==> src/rtl/arith_pkg.sv <==
// Shared decode constants and ALU operation encoding for the RV32I arithmetic unit.
// Also holds the helper that maps funct3 and the alternate bit to an ALU operation.
package arith_pkg;

  localparam int DATA_W = 32;

  localparam logic [6:0] OPC_OP     = 7'b0110011;
  localparam logic [6:0] OPC_OP_IMM = 7'b0010011;
  localparam logic [6:0] OPC_LUI    = 7'b0110111;
  localparam logic [6:0] OPC_AUIPC  = 7'b0010111;

  localparam logic [2:0] F3_ADD_SUB = 3'b000;
  localparam logic [2:0] F3_SLL     = 3'b001;
  localparam logic [2:0] F3_SLT     = 3'b010;
  localparam logic [2:0] F3_SLTU    = 3'b011;
  localparam logic [2:0] F3_XOR     = 3'b100;
  localparam logic [2:0] F3_SR      = 3'b101;
  localparam logic [2:0] F3_OR      = 3'b110;
  localparam logic [2:0] F3_AND     = 3'b111;

  typedef enum logic [3:0] {
    ADD, SUB, SLL, SLT, SLTU, XOR, SRL, SRA, OR, AND, PASS_B
  } alu_op_e;

  // alt is inst[30]; it only turns ADD into SUB for register-register forms,
  // while it always selects arithmetic right shift for both forms.
  function automatic alu_op_e decode_funct3(input logic [2:0] f3,
                                            input logic       alt,
                                            input logic       is_imm);
    alu_op_e op;
    case (f3)
      F3_ADD_SUB: op = (alt && !is_imm) ? SUB : ADD;
      F3_SLL:     op = SLL;
      F3_SLT:     op = SLT;
      F3_SLTU:    op = SLTU;
      F3_XOR:     op = XOR;
      F3_SR:      op = alt ? SRA : SRL;
      F3_OR:      op = OR;
      default:    op = AND;
    endcase
    return op;
  endfunction

endpackage

==> src/rtl/arith_alu_core.sv <==
// Purely combinational 32-bit integer ALU.
// Shifts use only b[4:0]; add/sub wrap; compares return 0 or 1.
module alu_core
  import arith_pkg::*;
(
  input  alu_op_e           op,
  input  logic [DATA_W-1:0] a,
  input  logic [DATA_W-1:0] b,
  output logic [DATA_W-1:0] result
);

  logic [4:0] shamt;

  assign shamt = b[4:0];

  always_comb begin
    result = '0;
    case (op)
      ADD:    result = a + b;
      SUB:    result = a - b;
      SLL:    result = a << shamt;
      SLT:    result = {{(DATA_W-1){1'b0}}, ($signed(a) < $signed(b))};
      SLTU:   result = {{(DATA_W-1){1'b0}}, (a < b)};
      XOR:    result = a ^ b;
      SRL:    result = a >> shamt;
      SRA:    result = $unsigned($signed(a) >>> shamt);
      OR:     result = a | b;
      AND:    result = a & b;
      PASS_B: result = b;
      default: result = '0;
    endcase
  end

endmodule

==> src/rtl/arith.sv <==
// RV32I integer execution unit: decodes OP, OP-IMM, LUI and AUIPC, computes the
// result with alu_core and registers it for writeback one cycle after issue.
module arith
  import arith_pkg::*;
#(
  parameter int XLEN = 32
) (
  input  logic            clk_i,
  input  logic            reset_i,
  input  logic [XLEN-1:0] pc_i,
  input  logic            arith_request_i,
  input  logic [31:0]     inst_i,
  input  logic [XLEN-1:0] rs1_value_i,
  input  logic [XLEN-1:0] rs2_value_i,
  output logic [XLEN-1:0] writeback_value_o
);

  // Issue protocol: arith_request_i is a valid with no ready; every cycle it is
  // high at a rising edge is accepted, and its result is visible after that edge.
  // With the request low the output register simply holds.

  logic [6:0]        opcode;
  logic [2:0]        funct3;
  logic [XLEN-1:0]   i_imm;
  logic [XLEN-1:0]   u_imm;
  logic              a_sel_pc;
  alu_op_e           op;
  logic [XLEN-1:0]   operand_a;
  logic [XLEN-1:0]   operand_b;
  logic [XLEN-1:0]   alu_result;
  logic              unused_rd;

  assign opcode = inst_i[6:0];
  assign funct3 = inst_i[14:12];
  assign i_imm  = {{(XLEN-12){inst_i[31]}}, inst_i[31:20]};
  assign u_imm  = {inst_i[31:12], 12'b0};

  // Destination register handling lives outside this unit.
  assign unused_rd = ^inst_i[11:7];

  // Unsupported opcodes fall through to PASS_B of zero, giving a zero result.
  always_comb begin
    op        = PASS_B;
    a_sel_pc  = 1'b0;
    operand_b = '0;
    case (opcode)
      OPC_OP: begin
        operand_b = rs2_value_i;
        op        = decode_funct3(funct3, inst_i[30], 1'b0);
      end
      OPC_OP_IMM: begin
        operand_b = i_imm;
        op        = decode_funct3(funct3, inst_i[30], 1'b1);
      end
      OPC_LUI: begin
        operand_b = u_imm;
        op        = PASS_B;
      end
      OPC_AUIPC: begin
        operand_b = u_imm;
        a_sel_pc  = 1'b1;
        op        = ADD;
      end
      default: ;
    endcase
  end

  assign operand_a = a_sel_pc ? pc_i : rs1_value_i;

  alu_core u_alu_core (
    .op     (op),
    .a      (operand_a),
    .b      (operand_b),
    .result (alu_result)
  );

  always_ff @(posedge clk_i or negedge reset_i) begin
    if (!reset_i) begin
      writeback_value_o <= '0;
    end else if (arith_request_i) begin
      writeback_value_o <= alu_result;
    end
  end

endmodule

==> config.mk <==
export PLATFORM = sky130hd
export DESIGN_NAME = arith
export DESIGN_NICKNAME = d
export VERILOG_FILES = /design/src/rtl/arith_pkg.sv /design/src/rtl/arith_alu_core.sv /design/src/rtl/arith.sv
export SDC_FILE = /design/constraint.sdc
export NUM_CORES = 1
export LEC_CHECK = 0
export CAP_MARGIN = 10
export CORE_MARGIN = 2
export CORE_UTILIZATION = 55
export DETAILED_ROUTE_END_ITERATION = 8
export PLACE_DENSITY = 0.78
export SLEW_MARGIN = 25
export SYNTH_ARGS = -nofsm -noshare
export SYNTH_HDL_FRONTEND = slang
export SYNTH_SLANG_ARGS = --single-unit
==> constraint.sdc <==
create_clock -name clk_i -period 3.4 [get_ports clk_i]
set_clock_uncertainty 0.1 [all_clocks]
set_input_delay 0.34 -clock clk_i [delete_from_list [all_inputs] [get_ports clk_i]]
set_output_delay 0.34 -clock clk_i [all_outputs]
set_load 0.05 [all_outputs]
==> results by group, run 1 <==
Run status
  • Fail Step: 5_1_grt
  • Status: did not finish
  • Err: [ERROR GRT-0116] Global routing finished with congestion. Check the congestion regions in the DRC Viewer.

Synth
  • Syn avg cell area: 6.43 um2
  • Synth Register Bits: 32
  • Post-synthesis compound-gate area fraction: 0.405
  • Post-Syn Area: 0.0121 mm2
  • Adder-cell share of the synthesized area: 0.109
  • Seq/Total Area, Yosys: 0.0662
  • Async S/R FF share, synth: 1.00
  • Multiplexer area fraction after synthesis: 0.0472
  • Post-synth top flop: dfrtp_1
  • Syn_nets: 2117
  • Post-synth cell types: 97
  • Cells after Synth: 1882
  • Largest family of logic cells by synthesized area: compound AO/OA/AOI/OAI gates
  • Synth Warn #: 0
  • Post-Synth Simple-Gate Area: 0.275
  • EDFF count, synth: 0
  • Xor/xnor share of the synthesized area: 0.00724

Global route
  • Vias in the first global route: 28200
  • Gr usage total: 0.989
  • Pin count of the biggest net entering global routing: 58
  • First-pass GRT wire length: 183000 um
  • Grt ovf: 1663

Die
  • Cell row count: 54
  • Die width: 152 um
  • Initial Utilization: 0.558
  • Ports: 163
  • Die height: 152 um

Placement
  • HPWL after DPL: 60400 um
  • Placed cells: 2810
  • PortBufs: 157
  • Placer Congestion: 1.27

CTS
  • Cts hold-fix bufs: 0
  • Maximum buffer depth of the clock tree: 2
  • CTS Buf Count: 5
  • H-tree depth: 2
  • Root buffer cell: clkbuf_16
  • Total clock sinks: 32
==> layer usage <==
layer / global-route usage / GRT overflow
met5: 0.542 / 10
met4: 1.09 / 403
met3: 0.821 / 35
met2: 1.23 / 1188
met1: 0.894 / 27
==> stage by stage <==
step	setup slack [ns]	hold slack, ns	util	setup TNS [ns]	area [um2]
after floorplan	-0.551	-0.0556	-	-6.75	12900
after global placement	-1.18	0.399	0.869	-27.61	18900
after detailed placement	-1.26	0.412	0.869	-32.31	18900
after CTS	-0.309	0.399	0.959	-2.96	20800
==> cell families after synthesis <==
| kind of cell | after synthesis |
|---|---|
| xor+xnor | 10 |
| fa+ha+maj | 104 |
| compound gates | 719 |
| mux | 53 |
| flops | 32 |
| buf+inv | 277 |
| simple gates | 687 |
==> cell usage after synthesis (25+ instances only) <==
library cell / count / area, um2
a21oi_1: 161 / 806
nor3_1: 72 / 360
clkbuf_1: 106 / 398
buf_1: 25 / 93.8
a211oi_1: 48 / 360
nor2_1: 200 / 751
inv_1: 110 / 413
o21ai_0: 123 / 616
or3_1: 35 / 219
ha_1: 102 / 1280
nand3_1: 64 / 320
o22ai_1: 33 / 206
o211ai_1: 44 / 330
mux2i_1: 32 / 320
nand2_1: 165 / 619
buf_2: 29 / 145
a31oi_1: 46 / 288
dfrtp_1: 32 / 801
==> timing repair <==
item,in CTS
resized for setup,284
endpoints found under the setup margin,32
cloned,4
buffers inserted,69
pin swaps,135
==> run 2, diff against run 1 <==
--- a/config.mk
+++ b/config.mk
@@ -7,9 +7,9 @@
 export LEC_CHECK = 0
 export CAP_MARGIN = 10
 export CORE_MARGIN = 2
-export CORE_UTILIZATION = 55
+export CORE_UTILIZATION = 40
 export DETAILED_ROUTE_END_ITERATION = 8
-export PLACE_DENSITY = 0.78
+export PLACE_DENSITY_LB_ADDON = 0.15
 export SLEW_MARGIN = 25
 export SYNTH_ARGS = -nofsm -noshare
 export SYNTH_HDL_FRONTEND = slang
==> results by group, run 2 <==
Final layout
  • Fin nets: 2910
  • FILL cells: 2407
  • Post-Route Utilization: 0.737
  • Post-route cell area: 0.0219 mm2
  • Max reg flops: 32
  • Share of post-route cells with drive strength above 1: 0.421
  • Most common cell after layout, fill and taps aside: buf_4
  • Most frequent cells in the layout: buf_4 (727), nor2_1 (193), nand2_1 (154)
  • Area grow syn2layout: 81.0%
  • Largest registers: writeback_value_o x32
  • Most flop-heavy register: writeback_value_o

Route
  • Violation count after the first detailed-route iteration: 3026
  • Vias per inst: 6.66
  • DR vias: 20400
  • Final WL: 85300 um
  • Drt drc: 0
  • Drt first pass iters: 9
  • DRT antenna net count: 0
  • Wire per inst: 27.8 um

Die
  • Die height: 178 um (+17%)
  • Cell row count: 63 (+17%)
  • Die width: 178 um (+17%)
  • Core Box Area: 0.0297 mm2
  • Initial Utilization: 0.407 (-0.151)
  • Ports: 163 (unchanged)
  • DIE AREA: 0.0316 mm2

Global route
  • First-pass GRT wire length: 123000 um
  • Grt ovf: 0
  • Initial antenna violation count: 5
  • Gr usage total: 0.521
  • Pin count of the biggest net entering global routing: 63
  • Vias in the first global route: 19500

Synth
  • Post-synth cell types: 97 (unchanged)
  • Cell with the most instances after synthesis: nor2_1
  • Post-synth top cells: nor2_1 (200), nand2_1 (165), a21oi_1 (161)
  • Syn avg cell area: 6.43 um2 (unchanged)
  • Syn_nets: 2117 (unchanged)
  • Synth area leaders: ha_1 (11%), a21oi_1 (6.7%), dfrtp_1 (6.6%)
  • Post-Syn Area: 0.0121 mm2 (unchanged)
  • Synth area leader: ha_1
  • EDFF count, synth: 0 (unchanged)
  • Synth Warn #: 0 (unchanged)
  • Post-synth top flop: dfrtp_1
  • Async S/R FF share, synth: 1.00 (unchanged)
  • Seq/Total Area, Yosys: 0.0662 (unchanged)
  • Yosys top cell area share: 0.106 (unchanged)
  • Synth Register Bits: 32 (unchanged)
  • Cells after Synth: 1882 (unchanged)

STA
  • RSZ-0062 raised after global routing: yes
  • Final Critical Period: 3.83 ns
  • Period Utilization, post-route: 1.13
  • Slew headroom: 0.346
  • Hold_ws: 0.102 ns
  • Final hold vios: 0
  • Slack of the critical path: -0.428 ns
  • Worst-margin pin slew: 0.966 ns
  • # setup viols final: 27
  • F_max: 261 MHz
  • Fin. max-slew vios: 0

Worst setup path
  • Buf/Inv on CP: 7
  • Worst-path maximum fanout: 6
  • Crit. End Element: register
  • Reg-to-reg startpoint: writeback_value_o[0]
  • WP data required: 3.45 ns
  • Slowest stage delay, CP: 0.37 ns
  • Worst Path Arrival: 3.88 ns
  • R2R depth: 4
  • CP Cell Sequence: buf_12 -> nand4bb_4 -> nor2_4 -> buf_12 -> buf_12 -> buf_8 -> nor2_4 -> a21o_1 -> ha_4 -> buf_6 -> nor2_4 -> nand4_1 -> nand3_2 -> buf_6 -> a21boi_4 -> o221ai_2 -> o31ai_2 -> buf_4 -> xnor2_2 -> a22oi_2 -> a41oi_2
  • Delay-heaviest family, CP: compound AO/OA/AOI/OAI gates
  • Setup crit start: inst_i[3]
  • Crit path kind: in2reg
  • Max stage delay cell, worst path: o31ai_2
  • Critical path depth: 21
  • Critical Path Start Type: primary input

Placement
  • HPWL after DPL: 67400 um (+12%)
  • PortBufs: 157 (unchanged)
  • Placed Area: 0.0197 mm2 (+4.4%)
  • Place WS: -1.33 ns (-0.0709 ns)
  • Placer Congestion: 1.14 (-10%)

CTS
  • Cts hold-fix bufs: 0 (unchanged)
  • Root buffer cell: clkbuf_16
  • Clock latency at the later pin of the worst-skew pair: 0.30 ns
  • CTS Buf Count: 5 (unchanged)
  • H-tree depth: 2 (unchanged)
  • TritonCTS clock tree: built
  • Clock transition at path regs: 0.07 ns
  • Total clock sinks: 32 (unchanged)
  • Maximum buffer depth of the clock tree: 2 (unchanged)

Min path
  • Hold Path Class: in2async

Power and ir drop
  • Static leakage: 9.85 nW
  • Power per standard cell area: 149 mW/mm2
  • Maximum ir drop on the vdd rail: 0.000169 V

Run status
  • Failing checks: setup timing
  • Status: finished, violations left

Flow run
  • Max-cap violation count: 0
run 2: cell counts after synthesis:
Identical to the previous run, type by type.
run 2: layout make-up:
type,count,area [um2],area share
well taps,390,488,0.0223
multi-input cells,1573,12000,0.550
flip-flops and latches,32,801,0.0366
inverters,114,439,0.0201
repair buffers,949,7950,0.363
clock buffers,6,129,0.00589
clock inverters,2,35.0,0.00160
diodes,3,7.51,0.000343
run 2: kinds of logic after synthesis:
logic type | share of synthesized area
DFF | 0.0662
muxes | 0.0472
xor gates and xnor gates | 0.00724
and+or+nand+nor | 0.275
adders and majority gates | 0.109
buffers and inverters | 0.0901
AOI/OAI and AO/OA | 0.405
run 2: through the flow:
stage | power (W) | setup TNS, ns | std cells
2_1_floorplan | 0.00130 | -6.75 | 1882
3_3_place_gp | 0.00238 | -29.64 | 3010
3_5_place_dp | 0.00239 | -31.89 | 3010
4_1_cts | 0.00308 | -3.20 | 3052
5_1_grt | 0.00334 | -8.57 | 3068
6_report | 0.00327 | -6.49 | 3069
run 2: path summary, 6_finish.rpt:
kind | to | slack [ns]
min in group clk_i | writeback_value_o[21] | 0.41
hold / removal | writeback_value_o[15] | 0.10
hold reg to reg | writeback_value_o[21] | 0.41
setup reg to reg | writeback_value_o[0] | 1.80
setup / recovery | writeback_value_o[19] | -0.43
max in group asynchronous | writeback_value_o[9] | 2.47
run 2: worst register-to-register path, delay by kind of cell, from the launching register on:
kind             cells  cell delay, ns
flip-flops           1            0.43
AO/OA/AOI/OAI        1            0.20
AND/OR/NAND/NOR      3            0.80
run 2: timing repair:
action	CTS	global route
pin swaps	128	89
setup buffers	38	15
setup endpoints to repair	32	32
gates resized for setup	259	123
cloned	2	1
run 2: metal layers:
metal	up-vias	share of wire	track usage
li1	8681	-	-
met1	9491	0.36	0.618
met2	1746	0.41	0.774
met3	521	0.13	0.164
met4	2	0.10	0.415
met5	-	0.00021	0
run 2: where the power goes:
| part | total, W | leakage, nW | switching (W) | internal, W |
|---|---|---|---|---|
| Sequential | 0.000440 | 0.395 | 0.0000284 | 0.000412 |
| Combinational | 0.00226 | 9.38 | 0.00124 | 0.00103 |
| Clock | 0.000561 | 0.0809 | 0.000215 | 0.000346 |
Note: power is estimated with default switching activity, not from simulation.
==> run 3, diff against run 2 <==
--- a/config.mk
+++ b/config.mk
@@ -7,7 +7,7 @@
 export LEC_CHECK = 0
 export CAP_MARGIN = 10
 export CORE_MARGIN = 2
-export CORE_UTILIZATION = 40
+export CORE_UTILIZATION = 45
 export DETAILED_ROUTE_END_ITERATION = 8
 export PLACE_DENSITY_LB_ADDON = 0.15
 export SLEW_MARGIN = 25
==> results by group, run 3 (same netlist as run 2, synthesis figures left out) <==
Run status
  • Status: finished, violations left
  • Failing checks: DRC, setup timing

Die
  • DIE AREA: 0.0282 mm2 (-11%)
  • Die height: 168 um (-5.6%)
  • Cell row count: 60 (-4.8%)
  • Initial Utilization: 0.454 (+0.0468)
  • Core Box Area: 0.0267 mm2 (-10%)
  • Die width: 168 um (-5.6%)
  • Ports: 163 (unchanged)

STA
  • RSZ-0062 raised after global routing: yes
  • Final hold vios: 0 (unchanged)
  • Slack of the critical path: -0.707 ns (-0.279 ns)
  • Slew headroom: 0.308 (-0.0374)
  • Fin. max-slew vios: 0 (unchanged)
  • Final Critical Period: 4.11 ns (+0.279 ns)
  • F_max: 243 MHz (-6.8%)
  • Period Utilization, post-route: 1.21 (+0.0822)
  • Worst-margin pin slew: 1.03 ns (+0.0676 ns)
  • # setup viols final: 28 (+3.7%)
  • Setup_tns: -9.93 ns (-3.44 ns)

Global route
  • Grt ovf: 0 (unchanged)
  • First-pass GRT wire length: 120000 um (-1.8%)
  • Gr usage total: 0.564 (+0.0430)
  • Vias in the first global route: 19700 (+0.97%)
  • Pin count of the biggest net entering global routing: 63 (unchanged)
  • Initial antenna violation count: 9 (+4)

CTS
  • Maximum buffer depth of the clock tree: 2 (unchanged)
  • H-tree depth: 2 (unchanged)
  • Total clock sinks: 32 (unchanged)
  • Clock transition at path regs: 0.07 ns (about the same)
  • Root buffer cell: clkbuf_16
  • Clock latency at the later pin of the worst-skew pair: 0.29 ns (about the same)
  • CTS Buf Count: 5 (unchanged)
  • TritonCTS clock tree: built

Worst setup path
  • Critical Path Start Type: primary input
  • WP data required: 3.46 ns (about the same)
  • Crit path kind: in2reg
  • Worst Path Arrival: 4.16 ns (+0.28 ns)
  • Crit. End Element: register
  • Worst-path maximum fanout: 8 (+2)

Final layout
  • Area grow syn2layout: 77.1%
  • Fin nets: 2893 (-0.58%)
  • Most common cell after layout, fill and taps aside: buf_4
  • FILL cells: 1828 (-24%)
  • Most frequent cells in the layout: buf_4 (722), nor2_1 (194), nand2_1 (151)
  • Finished Layout Cells: 3006 (-2.1%)
  • Largest registers: writeback_value_o x32
  • Most flop-heavy register: writeback_value_o
  • Share of post-route cells with drive strength above 1: 0.409 (-0.0120)
  • Max reg flops: 32 (unchanged)

Power and ir drop
  • Sequential share of power: 0.138 (+0.003)
  • Static leakage: 9.66 nW (-2.0%)
  • Power per standard cell area: 150 mW/mm2 (+0.25%)
  • Maximum ir drop on the vdd rail: 0.000185 V (+9.7%)
  • Int Pwr: 0.00170 W (-4.8%)
  • Comb power frac: 0.708 (+0.015)
  • NetSw: 0.00150 W (+1.6%)
  • Clock share of power: 0.155 (-0.017)
  • Switching share of power: 0.470 (+0.0162)

Route
  • DR vias: 21200 (+3.9%)
  • Vias per inst: 7.06 (+6.1%)
  • Drt first pass iters: 9 (unchanged)
  • Violation count after the first detailed-route iteration: 3730 (+23%)
  • Drt drc: 17 (+17)
  • Wire per inst: 28.5 um (+2.5%)
  • Final WL: 85700 um (+0.41%)
  • DRT antenna net count: 0 (unchanged)

Placement
  • Placer Congestion: 1.17 (+2.7%)
  • PortBufs: 157 (unchanged)
  • HPWL after DPL: 63100 um (-6.4%)
  • Placed cells: 2924 (-2.9%)

Flow run
  • Max-cap violation count: 0 (unchanged)

Min path
  • Hold Path Class: in2async
==> run 3: cell type report <==
type | count | area [um2] | area share
Multi-Input combinational cell | 1573 | 11900 | 0.556
Timing Repair Buffer | 932 | 7690 | 0.359
Sequential cell | 32 | 801 | 0.0374
Inverter | 114 | 439 | 0.0205
Tap cell | 341 | 427 | 0.0199
Clock buffer | 5 | 125 | 0.00584
Clock inverter | 3 | 18.8 | 0.000876
Antenna cell | 6 | 15.0 | 0.000701
==> run 3: per-stage QoR <==
step | setup slack [ns] | area, um2 | total power [W] | util | hold slack [ns]
floorplan | -0.551 | 12900 | 0.00130 | - | -0.0556
global placement | -1.28 | 19300 | 0.00232 | 0.724 | 0.395
detailed placement | -1.35 | 19300 | 0.00234 | 0.724 | 0.407
CTS | -0.304 | 20800 | 0.00296 | 0.780 | 0.416
global route | -0.999 | 21400 | 0.00327 | 0.804 | 0.430
finish | -0.707 | 21400 | 0.00320 | 0.804 | 0.412
==> run 3: final timing paths <==
| kind | slack [ns] | to | depth (start not counted) | startpoint |
|---|---|---|---|---|
| hold / removal | 0.41 | writeback_value_o[18] | 2 | reset_i |
| hold reg to reg | 0.42 | writeback_value_o[11] | 1 | writeback_value_o[11] |
| setup / recovery | -0.71 | writeback_value_o[19] | 17 | inst_i[3] |
| max in group asynchronous | 2.39 | writeback_value_o[5] | 2 | reset_i |
| min in group clk_i | 0.42 | writeback_value_o[11] | 1 | writeback_value_o[11] |
| setup reg to reg | 1.80 | writeback_value_o[0] | 6 | writeback_value_o[0] |
==> run 3: power by group through the flow <==
stage | clock network [W] | registers [W] | logic (W)
global placement | 0 | 0.000445 | 0.00188
detailed placement | 0 | 0.000445 | 0.00190
finish | 0.000496 | 0.000441 | 0.00227
CTS | 0.000479 | 0.000439 | 0.00204
floorplan | 0 | 0.000546 | 0.000752
global route | 0.000504 | 0.000442 | 0.00232
==> run 3: per-layer routing <==
metal	vias to the layer above	routed length, um	GRT usage
met5	-	107	0.0174
met3	832	13400	0.196
met4	10	11000	0.516
met2	2261	33200	0.824
met1	9474	27900	0.646
li1	8660	-	-
==> run 3: repair_timing <==
| item | CTS | global route |
|---|---|---|
| pin swaps | 100 | 68 |
| cloned | 3 | 0 |
| setup endpoints to repair | 32 | 30 |
| resized for setup | 233 | 100 |
| hold buffers | 0 | 0 |
| hold endpoints to repair | 0 | 0 |
| buffers inserted | 41 | 29 |
==> run 3: critical path, cell delays in order <==
cell	delay, ns
buf_6	0.10
buf_6	0.12
buf_4	0.13
nor2b_4	0.20
nand2_8	0.15
or3_4	0.45
ha_4	0.32
buf_4	0.14
nand2b_1	0.11
a21oi_1	0.08
o21ai_2	0.46
a221oi_4	0.15
or3_4	0.40
xnor2_2	0.17
a22oi_2	0.53
buf_4	0.23
a41oi_2	0.08
